<file path="config.mk">
export PLATFORM = sky130hd
export DESIGN_NAME = writeback_unit
export DESIGN_NICKNAME = d
export VERILOG_FILES = /design/src/rtl/writeback_unit_pkg.sv /design/src/rtl/writeback_unit_fifo.sv /design/src/rtl/writeback_unit.sv
export SDC_FILE = /design/constraint.sdc
export NUM_CORES = 1
export LEC_CHECK = 0
export ABC_AREA = 1
export CORE_MARGIN = 3
export CORE_UTILIZATION = 55
export DETAILED_ROUTE_END_ITERATION = 10
export GPL_TIMING_DRIVEN = 0
export PLACE_DENSITY = 0.8
export SLEW_MARGIN = 0
export SYNTH_ARGS = -nofsm -noshare
export SYNTH_HDL_FRONTEND = slang
export SYNTH_SLANG_ARGS = --single-unit
</file>
<file path="constraint.sdc">
create_clock -name clk -period 3.9 [get_ports clk]
set_input_delay 0.39 -clock clk [delete_from_list [all_inputs] [get_ports clk]]
set_output_delay 0.39 -clock clk [all_outputs]
set_load 0.01 [all_outputs]
</file>
<file path="src/rtl/writeback_unit_pkg.sv">
// Shared types for the register-file writeback path.
package writeback_unit_pkg;
    typedef logic [31:0] word_t;
    typedef logic [4:0]  regid_t;

    typedef struct packed {
        regid_t rd;
        word_t  data;
    } wb_req_t;

    typedef enum logic [1:0] {
        SRC_NONE,
        SRC_ALU,
        SRC_MEM
    } wb_src_e;
endpackage

</file>
<file path="src/rtl/writeback_unit_fifo.sv">
// Memory-result FIFO; pointers carry one extra wrap bit to tell full from empty.
module wb_fifo
    import writeback_unit_pkg::*;
#(
    parameter int unsigned DEPTH = 4
) (
    input  logic                     clk,
    input  logic                     rst,
    input  logic                     push,
    input  logic                     pop,
    input  wb_req_t                  din,
    output wb_req_t                  dout,
    output logic                     full,
    output logic                     empty,
    output logic [$clog2(DEPTH):0]   count
);
    localparam int unsigned AW = $clog2(DEPTH);
    localparam logic [AW:0] DEPTH_C = (AW+1)'(DEPTH);

    logic [AW:0] wr_ptr;
    logic [AW:0] rd_ptr;
    wb_req_t     mem [DEPTH];

    assign count = wr_ptr - rd_ptr;
    assign full  = (count == DEPTH_C);
    assign empty = (wr_ptr == rd_ptr);
    assign dout  = mem[rd_ptr[AW-1:0]];

    always_ff @(posedge clk) begin
        if (rst) begin
            wr_ptr <= '0;
            rd_ptr <= '0;
        end else begin
            if (push && !full)
                wr_ptr <= wr_ptr + 1'b1;
            if (pop && !empty)
                rd_ptr <= rd_ptr + 1'b1;
        end
    end

    always_ff @(posedge clk) begin
        if (!rst && push && !full)
            mem[wr_ptr[AW-1:0]] <= din;
    end
endmodule

</file>
<file path="src/rtl/writeback_unit.sv">
// Merges ALU and buffered memory results into one registered regfile write per cycle,
// with a starvation guard for the memory path and a busy scoreboard for issue logic.
module writeback_unit
    import writeback_unit_pkg::*;
#(
    parameter int unsigned DEPTH        = 4,
    parameter int unsigned STARVE_LIMIT = 3,
    parameter bit          ZERO_RO      = 1'b1
) (
    input  logic                     clk,
    input  logic                     rst,
    input  logic                     alu_valid,
    output logic                     alu_ready,
    input  regid_t                   alu_rd,
    input  word_t                    alu_data,
    input  logic                     mem_valid,
    output logic                     mem_ready,
    input  regid_t                   mem_rd,
    input  word_t                    mem_data,
    input  logic                     mark_valid,
    input  regid_t                   mark_rd,
    input  regid_t                   q1_addr,
    input  regid_t                   q2_addr,
    output logic                     q1_busy,
    output logic                     q2_busy,
    output logic                     w_enable,
    output regid_t                   w_addr,
    output word_t                    w_data,
    output logic [$clog2(DEPTH):0]   fifo_count
);
    localparam int unsigned SW = $clog2(STARVE_LIMIT + 1);
    localparam logic [SW-1:0] STARVE_MAX = SW'(STARVE_LIMIT);

    logic          fifo_full;
    logic          fifo_empty;
    logic          push;
    logic          pop;
    logic          force_mem;
    wb_req_t       head;
    wb_req_t       sel_req;
    wb_src_e       sel;
    logic [SW-1:0] starve;
    logic [31:0]   busy;

    wb_fifo #(.DEPTH(DEPTH)) u_fifo (
        .clk   (clk),
        .rst   (rst),
        .push  (push),
        .pop   (pop),
        .din   ('{rd: mem_rd, data: mem_data}),
        .dout  (head),
        .full  (fifo_full),
        .empty (fifo_empty),
        .count (fifo_count)
    );

    // Full FIFO refuses pushes even when it pops the same cycle.
    assign mem_ready = !rst && !fifo_full;
    assign push      = mem_valid && mem_ready;
    assign force_mem = !fifo_empty && (starve == STARVE_MAX);
    assign alu_ready = !rst && !force_mem;
    assign pop       = (sel == SRC_MEM);
    assign q1_busy   = busy[q1_addr];
    assign q2_busy   = busy[q2_addr];

    always_comb begin
        sel     = SRC_NONE;
        sel_req = head;
        if (alu_valid && alu_ready) begin
            sel     = SRC_ALU;
            sel_req = '{rd: alu_rd, data: alu_data};
        end else if (!rst && !fifo_empty) begin
            sel = SRC_MEM;
        end
    end

    always_ff @(posedge clk) begin
        if (rst) begin
            w_enable <= 1'b0;
            w_addr   <= '0;
            w_data   <= '0;
            starve   <= '0;
            busy     <= '0;
        end else begin
            w_enable <= (sel != SRC_NONE) && !(ZERO_RO && sel_req.rd == '0);
            if (sel != SRC_NONE) begin
                w_addr <= sel_req.rd;
                w_data <= sel_req.data;
            end
            if (fifo_empty || pop)
                starve <= '0;
            else if (sel == SRC_ALU && starve != STARVE_MAX)
                starve <= starve + 1'b1;
            // Clear lands with the write on w_*; a later set to the same reg overrides it.
            if (pop && !(ZERO_RO && head.rd == '0))
                busy[head.rd] <= 1'b0;
            if (mark_valid && !(ZERO_RO && mark_rd == '0))
                busy[mark_rd] <= 1'b1;
        end
    end
endmodule

</file>
==> metrics.txt, run 1 <==
fin util=71.7%; Pre-Repair DR Iteration Count=5; Starting Density=a little under three fifths; Yosys Warn Count=0; fin nets=around 1300; Leakage Power=between 4 and 5 nW; Rows=between 40 and 50; full die area=20000 sq um; clk slew on worst S/H paths=0.06 ns; Seq/Total Area, Yosys=between 50 and 60%; hold crit path type=input pin to flip-flop; Crit path required time=4.12 ns; post-CTS sizing=0; crit path kind=flip-flop to flip-flop; Mapped Nets=approximately 1200; register-to-register setup slack=about 0.75 ns; clk_lat worst skew=0.52 ns; # port buffers=approximately 140; CTS tree=done; vias in the first global route=8378; pwr/cell area=a little under 500 nW/um^2; final max-slew violation count=0; WP data arrival=3.37 ns; Fmax=roughly 320 MHz; # setup viols final=0; synthesis-stage register bit count=approximately 230; final hold vios=0; via-per-instance ratio=roughly 5.8; Startpoint Class=flip-flop; total number of vias=8438; largest net degree at the start of global routing=28; Worst Hold Margin=around 0.21 ns; Ant. Diodes=0; Final ANT Viol Nets=0; Post-DP Area=roughly 12000 sq um; Total GRT Usage=between 20% and 30%; Fill cells=about 1300; Hold EP=u_fifo.wr_ptr[2]; P&R area growth vs syn=25.4%; DR iter-0 viols=~860; DP HPWL=18800 microns; worst hold start=rst; Worst Reg-to-Reg Cells=8; core area=approximately 18000 sq um; Die W=about 140 microns; initial antenna violation count=0; Avg Cell Area, Syn=a little under 10 sq um; postcts setup bufs=0; H-tree depth=1; Clock Tree Buf Depth=3; Max-cap violations=0; RSZ-0062 raised after global routing=no; Max VDD drop=~0.41 mV; first-pass GRT wire length=~43000 microns; synthesized area=a little over 10000 sq um; Worst Tran Pin Value=slightly below 0.8 ns; CTS Sinks=roughly 230; Crit Reg-Reg Startpoint=u_fifo.wr_ptr[0]; max_slew headroom=47.5%; setup TNS=0 ns; Ports=about 140; root buf cell=clkbuf_16; status=finished, final reports clean; global route overflow=0; Hold Path Stages=2; Num CTS Buffers=24; Die H=roughly 140 microns; DRC violations left=0; layout cell share with drive strength beyond 1=between 10% and 20%; fin area=12700 sq um; RePlAce Congestion=between 0.9 and 1; synthesized instance count=1050; CP Max Fanout=21; reg2reg end=u_fifo.mem[0][20]; Fin Clk Skew=just over 0.02 ns; crit end category=flip-flop; final wirelength=around 28000 microns; final worst path period share=80.8%; Post-CTS Hold Buffers=0; count of different cell masters after synthesis=34; routed length per placed instance=between 15 and 20 microns; post-layout min period=roughly 3.2 ns
==> synthesized netlist by cell type <==
cell type,count,share of area (%)
nand2_2,13,0.81
dfxtp_1,80,16
o21ai_0,104,5.2
o211ai_1,21,1.6
nor3_1,5,0.25
nor2_4,1,0.11
nand2_4,2,0.22
fa_1,1,0.20
edfxtp_1,148,44
buf_2,18,0.89
buf_4,8,0.59
o21bai_1,7,0.52
buf_6,5,0.56
nor2_1,134,5.0
o22ai_1,12,0.74
a21oi_1,42,2.1
o22a_1,7,0.61
a32oi_1,1,0.087
nand3_1,65,3.2
xor2_1,4,0.35
buf_1,6,0.22
o211ai_2,1,0.12
inv_2,10,0.37
clkbuf_1,21,0.78
nand2_1,209,7.8
ha_1,8,0.99
inv_1,55,2.0
nand3_2,17,1.7
a31oi_1,2,0.12
o221ai_1,11,0.95
a21oi_2,9,0.78
o21ai_1,14,0.69
a211oi_1,6,0.45
nand4_1,3,0.19
==> report_power, final <==
group          internal, mW  switching, mW
clock                  1.36          0.911
sequential             2.70         0.0594
combinational         0.444          0.661
==> cells in the final DEF, fill, tap and decap left out, types with 3 or more instances in the layout <==
cell             count
buf_2               18
o211ai_1            21
buf_12               3
buf_4                8
nand4_1              3
nor3_1               5
nor2_1             130
nor2_4               5
edfxtp_1           148
clkbuf_1            28
o221ai_1            11
a211oi_1             6
o21ai_1             14
ha_1                 8
buf_6                5
dfxtp_1             80
o22ai_1             12
nand2_2             13
clkbuf_8             5
inv_1               55
a21oi_1             42
nand2_1            209
nand3_2             17
a21oi_2              9
inv_2               10
nand3_1             65
clkdlybuf4s50_1    137
clkinv_2             3
xor2_1               4
o21ai_0            104
buf_1                6
o22a_1               7
o21bai_1             7
clkbuf_16           24
==> sequential cells by signal, summed over array words and instances, names as in the netlist, named ones only <==
register / count
busy: 32
starve: 2
u_fifo.mem: 148
u_fifo.rd_ptr: 3
u_fifo.wr_ptr: 3
w_addr: 5
w_data: 32
w_enable: 1
==> cell type report <==
type                       instances  area, sq um  area share (%)
buffer                            58          308            2.43
clock buffer                      36          696            5.49
clock inverter                     8         98.8           0.781
inverter                          65          244            1.93
multi-input combinational        699         3530            27.9
sequential                       228         6050            47.8
tap                              225          282            2.22
timing repair buffer             141         1460            11.5
==> cell families after synthesis <==
group,synth area share (%)
AOI/OAI and AO/OA,13.9
xor gates and xnor gates,0.347
adders and majority gates,1.19
buffers and inverters,5.47
DFF,59.9
and+or+nand+nor,19.2
==> layer usage <==
layer  part of all wire [%]  vias to the layer above  track usage, %
li1                       -                     3960               -
met1                     42                     4009            37.8
met2                     47                      423            45.0
met3                    8.5                       46            4.58
met4                    2.2                        0            7.73
met5                      0                        -               0
==> critical path: stages, from the launching register on <==
cell	delay, ns
dfxtp_1	0.39
inv_1	0.14
ha_1	0.22
fa_1	0.37
xor2_1	0.21
nand3_1	0.13
nand3_1	0.38
nor2_4	0.75
buf_16	0.24
==> how the worst max path moves through the flow <==
stage                      from           endpoint  slack, ns  cells past startpoint
2_1_floorplan  u_fifo.wr_ptr[0]   u_fifo.mem[0][0]       0.37                      7
6_report       u_fifo.wr_ptr[0]  u_fifo.mem[0][20]       0.75                      8
4_1_cts        u_fifo.wr_ptr[0]  u_fifo.mem[0][20]       0.75                      8
3_3_place_gp   u_fifo.wr_ptr[0]  u_fifo.mem[3][21]      -1.11                      7
3_5_place_dp   u_fifo.wr_ptr[0]  u_fifo.mem[0][20]       0.78                      8
5_1_grt        u_fifo.wr_ptr[0]   u_fifo.mem[0][4]       0.60                      8
==> per-stage QoR <==
step           cells  worst slack, ns  power [mW]
2_1_floorplan   1050            0.366        3.39
3_3_place_gp    1412            -1.11        3.86
3_5_place_dp    1416            0.783        3.90
4_1_cts         1460            0.747        6.14
5_1_grt         1460            0.596        6.36
6_report        1460            0.749        6.14
Note: power is estimated with default switching activity, not from simulation.
==> run 2: changes to the inputs <==
- clock period: 3.9 -> 2.9 ns (I/O delays scaled with it)
==> metrics.txt, run 2 (synthesized netlist as in run 1, its figures left out) <==
DR top layer=met4 (unchanged); CTS Sinks=228 (unchanged); # port buffers=137 (unchanged); first-pass GRT wire length=44000 microns (was 43500 microns); Post-CTS Hold Buffers=0 (unchanged); Fmax=approximately 350 MHz; final wirelength=28200 microns (was 27800 microns); max reg flops=148 (unchanged); final worst path period share=98.4%; Total GRT Usage=27.8% (was 27.3%); total number of vias=8520 (was 8438); vias in the first global route=8293 (was 8378); Crit path required time=2.61 ns (was 4.12 ns); Clock Tree Buf Depth=3 (unchanged); Final ANT Viol Nets=0 (unchanged); Fin Clk Skew=0.00910 ns (was 0.0205 ns); crit-path max cell delay=0.47 ns (was 0.75 ns); root buf cell=clkbuf_16 (unchanged); Startpoint Class=flip-flop (unchanged); DRC violations left=0 (unchanged); most frequent cells in the layout=209 x nand2_1, 148 x edfxtp_1, 137 x clkdlybuf4s50_1 (unchanged); core area=17700 sq um (unchanged); Max-cap violations=0 (unchanged); layout cell share with drive strength beyond 1=11.1% (was 10.3%); Met2 Wirelength=13100 microns (was 13200 microns); status=finished, final reports clean (unchanged); max_slew headroom=49.7% (was 47.5%); CP Max Fanout=4 (was 21); DR iter-0 viols=899 (was 864); DP HPWL=19100 microns (was 18800 microns); pwr/cell area=635 nW/um^2 (was 485 nW/um^2); Max VDD drop=0.609 mV (was 0.408 mV); crit end category=output pin (was flip-flop); Ant. Diodes=0 (unchanged); post-layout min period=between 2 and 3 ns; initial antenna violation count=0 (unchanged); final max-slew violation count=0 (unchanged); fin util=71.8% (was 71.7%); global route overflow=0 (unchanged); most common cell after layout, fill and taps aside=nand2_1 (unchanged); routed length per placed instance=19.2 microns (was 19.0 microns); setup TNS=0 ns (unchanged); critical-path cell list=inv_1, ha_1, fa_1, xor2_1, nand3_1, nand2_1, inv_1, clkdlybuf4s50_1 (was inv_1, ha_1, fa_1, xor2_1, nand3_1, nand3_1, nor2_4, buf_16); H-tree depth=1 (unchanged); RePlAce Congestion=0.866 (was 0.921); Worst Tran Pin Value=0.752 ns (was 0.785 ns); Die W=141 microns (unchanged); P&R area growth vs syn=25.6% (was 25.4%); Post-DP Area=11900 sq um (unchanged); Die H=141 microns (unchanged); # setup viols final=0 (unchanged); fin area=12700 sq um (about the same); Layout Cells excl Fill=1468 (was 1460); clk slew on worst S/H paths=0.06 ns (about the same); Leakage Power=4.74 nW (was 4.72 nW); Num CTS Buffers=23 (was 24); CTS tree=done (unchanged); RSZ-0062 raised after global routing=yes (was no); Starting Density=57.2% (unchanged); fin nets=1329 (was 1320); hold crit path type=input pin to flip-flop (unchanged); M1 wire length=11600 microns (was 11700 microns); Ports=139 (unchanged); largest net degree at the start of global routing=30 (was 28); via-per-instance ratio=5.80 (was 5.78); Pre-Repair DR Iteration Count=5 (unchanged); CP dominant cell by count=inv_1 (was nand3_1); WL met3=2730 microns (was 2350 microns); clk_lat worst skew=0.52 ns (about the same); full die area=20000 sq um (unchanged); crit path kind=flip-flop to output pin (was flip-flop to flip-flop); Rows=48 (unchanged); Cells after DPL=1416 (unchanged); slowest stage cell, crit path=clkdlybuf4s50_1 (was nor2_4); final hold vios=0 (unchanged); WP data arrival=2.56 ns (was 3.37 ns)
[run 2: final timing paths]
check / depth (start not counted) / start / end / slack (ns)
min reg2reg: 2 / w_data[24] / w_data[24] / 0.47
max reg2reg: 7 / u_fifo.wr_ptr[0] / u_fifo.mem[1][28] / 0.14
min: 2 / rst / u_fifo.wr_ptr[0] / 0.1
max: 8 / u_fifo.wr_ptr[0] / mem_ready / 0.05
[run 2: area by class of cell]
| cell class | instances | area [sq um] |
|---|---|---|
| sequential | 228 | 6050 |
| fill | 1289 | 4980 |
| multi-input combinational | 700 | 3540 |
| timing repair buffer | 150 | 1530 |
| clock buffer | 33 | 643 |
| buffer | 58 | 310 |
| tap | 225 | 282 |
| inverter | 65 | 244 |
| clock inverter | 9 | 83.8 |
[run 2: critical path: cells and delay by family (launching register included)]
family	cells	cell delay, ns
buffers and inverters	3	0.63
adder cells (fa/ha/maj)	2	0.58
AND/OR/NAND/NOR	2	0.28
flip-flops	1	0.36
XOR/XNOR	1	0.20
[run 2: layer usage]
metal | global-route usage, % | vias up
met2 | 45.2 | 440
met4 | 8.74 | 0
met1 | 37.6 | 4030
li1 | - | 3985
met5 | 0 | -
met3 | 6.17 | 65
[run 2: metrics by stage]
stage	power, mW	hold slack (ns)	setup WS (ns)
final	8.06	0.0970	0.0453
after global routing	8.36	0.121	-0.0482
after CTS	8.07	0.0933	-0.00504
after detailed placement	5.23	0.456	-0.198
after global placement	5.18	0.444	-0.923
after floorplan	4.56	0.389	-0.0880
[run 2: what timing repair did]
action | CTS | global route
buffers inserted | 9 | 0
resized for setup | 1 | 5
endpoints found under the setup margin | 85 | 43
pin swaps | 0 | 1
gates cloned | 1 | 0
[run 2: report_power, final]
part           total, mW  internal (mW)  leakage, nW  switching, mW
Sequential          3.72           3.64         2.00         0.0839
Combinational       1.49          0.602         2.39          0.890
Clock               2.84           1.64        0.354           1.20
Total               8.06           5.88         4.74           2.18
==> run 3: changes to the inputs <==
- CAP_MARGIN: unset -> 20
- CORE_UTILIZATION: 55 -> 57
- CTS_BUF_LIST: unset -> sky130_fd_sc_hd__clkbuf_8
- PLACE_DENSITY: 0.8 -> 0.83
- SKIP_LAST_GASP: unset -> 1
==> metrics.txt, run 3 (synthesized netlist as in run 1, its figures left out) <==
status=finished, final reports clean (unchanged); # port buffers=137 (unchanged); met1 global-route usage=37.1% (was 37.6%); CTS tree=done (unchanged); global route overflow=0 (unchanged); RePlAce Congestion=0.919 (was 0.866); Fmax=355 MHz (was 350 MHz); GRT met3 Usage=7.45% (was 6.17%); RSZ-0062 raised after global routing=no (was yes); pwr/cell area=620 nW/um^2 (was 635 nW/um^2); final wirelength=27900 microns (was 28200 microns); Max VDD drop=0.384 mV (was 0.609 mV); hold crit path type=input pin to flip-flop (unchanged); Pre-Repair DR Iteration Count=5 (unchanged); most frequent cells in the layout=209 x nand2_1, 148 x edfxtp_1, 136 x clkdlybuf4s50_1 (was 209 x nand2_1, 148 x edfxtp_1, 137 x clkdlybuf4s50_1); DP HPWL=18800 microns (was 19100 microns); Worst Hold Margin=0.0950 ns (was 0.0970 ns); first-pass GRT wire length=43500 microns (was 44000 microns); post-layout min period=2.81 ns (was 2.85 ns); Cells after DPL=1416 (unchanged); via-per-instance ratio=5.80 (about the same); Ant. Diodes=0 (unchanged); Fin Clk Skew=0.0244 ns (was 0.00910 ns); Final ANT Viol Nets=0 (unchanged); WP data arrival=3.02 ns (was 2.56 ns); P&R area growth vs syn=25.1% (was 25.6%); core area=17300 sq um (was 17700 sq um); DR iter-0 viols=916 (was 899); DRC violations left=0 (unchanged); Die W=139 microns (was 141 microns); GRT Max-Usage Layer=met2 (unchanged); clk slew on worst S/H paths=0.06 ns (about the same); layout cell share with drive strength beyond 1=11.8% (was 11.1%); fin nets=1338 (was 1329); final hold vios=0 (unchanged); Die H=139 microns (was 141 microns); clk_lat worst skew=0.53 ns (was 0.52 ns); crit end category=flip-flop (was output pin); CP Max Fanout=28 (was 4); vias in the first global route=8517 (was 8293); final max-slew violation count=0 (unchanged); crit path kind=flip-flop to flip-flop (was flip-flop to output pin); Rows=48 (unchanged); most common cell after layout, fill and taps aside=nand2_1 (unchanged); Crit path required time=3.11 ns (was 2.61 ns); Layout Cells excl Fill=1489 (was 1468); final worst path period share=97.1% (was 98.4%); H-tree depth=2 (was 1); full die area=19300 sq um (was 20000 sq um); Worst Tran Pin Value=0.738 ns (was 0.752 ns); Ports=139 (unchanged); initial antenna violation count=0 (unchanged); Starting Density=58.4% (was 57.2%); Startpoint Class=flip-flop (unchanged); GR Layer Usage met2=45.0% (was 45.2%); Max-cap violations=0 (unchanged); max_slew headroom=50.6% (was 49.7%); # setup viols final=0 (unchanged); max reg flops=148 (unchanged); CTS Sinks=228 (unchanged); routed length per placed instance=18.7 microns (was 19.2 microns); Leakage Power=4.81 nW (was 4.74 nW); largest net degree at the start of global routing=30 (unchanged); Fill cells=1219 (was 1289); Clock Tree Buf Depth=3 (unchanged); total number of vias=8641 (was 8520); root buf cell=clkbuf_8 (was clkbuf_16); Total GRT Usage=28.2% (was 27.8%); Num CTS Buffers=37 (was 23)
-- run 3: path summary, 6_finish.rpt --
kind	from	to	slack, ns	cells after the start
worst min register to register	busy[0]	busy[0]	0.47	2
worst min-delay path	rst	busy[1]	0.1	2
worst max register to register	u_fifo.wr_ptr[0]	u_fifo.mem[1][35]	0.09	8
worst max-delay path	u_fifo.wr_ptr[0]	u_fifo.mem[1][35]	0.09	8
-- run 3: cell type report --
cell class              count  area [sq um]  share of cell area [%]
well taps                 225           282                    2.23
multi-input cells         699          3540                    28.0
plain buffers              58           312                    2.47
flip-flops and latches    228          6050                    47.9
repair buffers            146          1510                    12.0
clock inverters            25           110                   0.872
clock buffers              43           592                    4.69
inverters                  65           244                    1.93
-- run 3: layer usage --
metal / up-vias / share of wire [%]
met2: 513 / 47
met3: 88 / 11
met5: - / 0
met4: 0 / 3.4
li1: 4007 / -
met1: 4033 / 39
-- run 3: metrics by stage --
stage	util, %	area, sq um	setup slack [ns]	setup TNS (ns)	total power, mW
5_1_grt	73.0	12600	0.0140	0	8.14
2_1_floorplan	-	10100	-0.0880	-13.02	4.56
6_report	73.0	12600	0.0853	0	7.84
4_1_cts	73.0	12600	-0.166	-0.166	7.83
3_3_place_gp	68.0	11800	-1.02	-142.85	5.17
3_5_place_dp	68.6	11900	-0.176	-6.42	5.23
-- run 3: critical path, stage by stage (launching register included) --
cell and delay, ns:
dfxtp_1 0.39, inv_1 0.12, ha_1 0.21, fa_1 0.41
xor2_2 0.22, nand3_1 0.14, nand3_1 0.42, nor2_4 0.32
buf_12 0.24
-- run 3: timing repair --
item                       4_1_cts  5_1_grt
pin swaps                        4        0
setup endpoints to repair      119        3
setup buffers                    5        0
gates resized for setup          1        7
hold buffers                     0        0
-- run 3: where the power goes --
| part | switching [mW] | internal [mW] | total [mW] |
|---|---|---|---|
| Clock | 1.26 | 1.36 | 2.62 |
| Sequential | 0.0800 | 3.64 | 3.72 |
| Combinational | 0.893 | 0.603 | 1.50 |
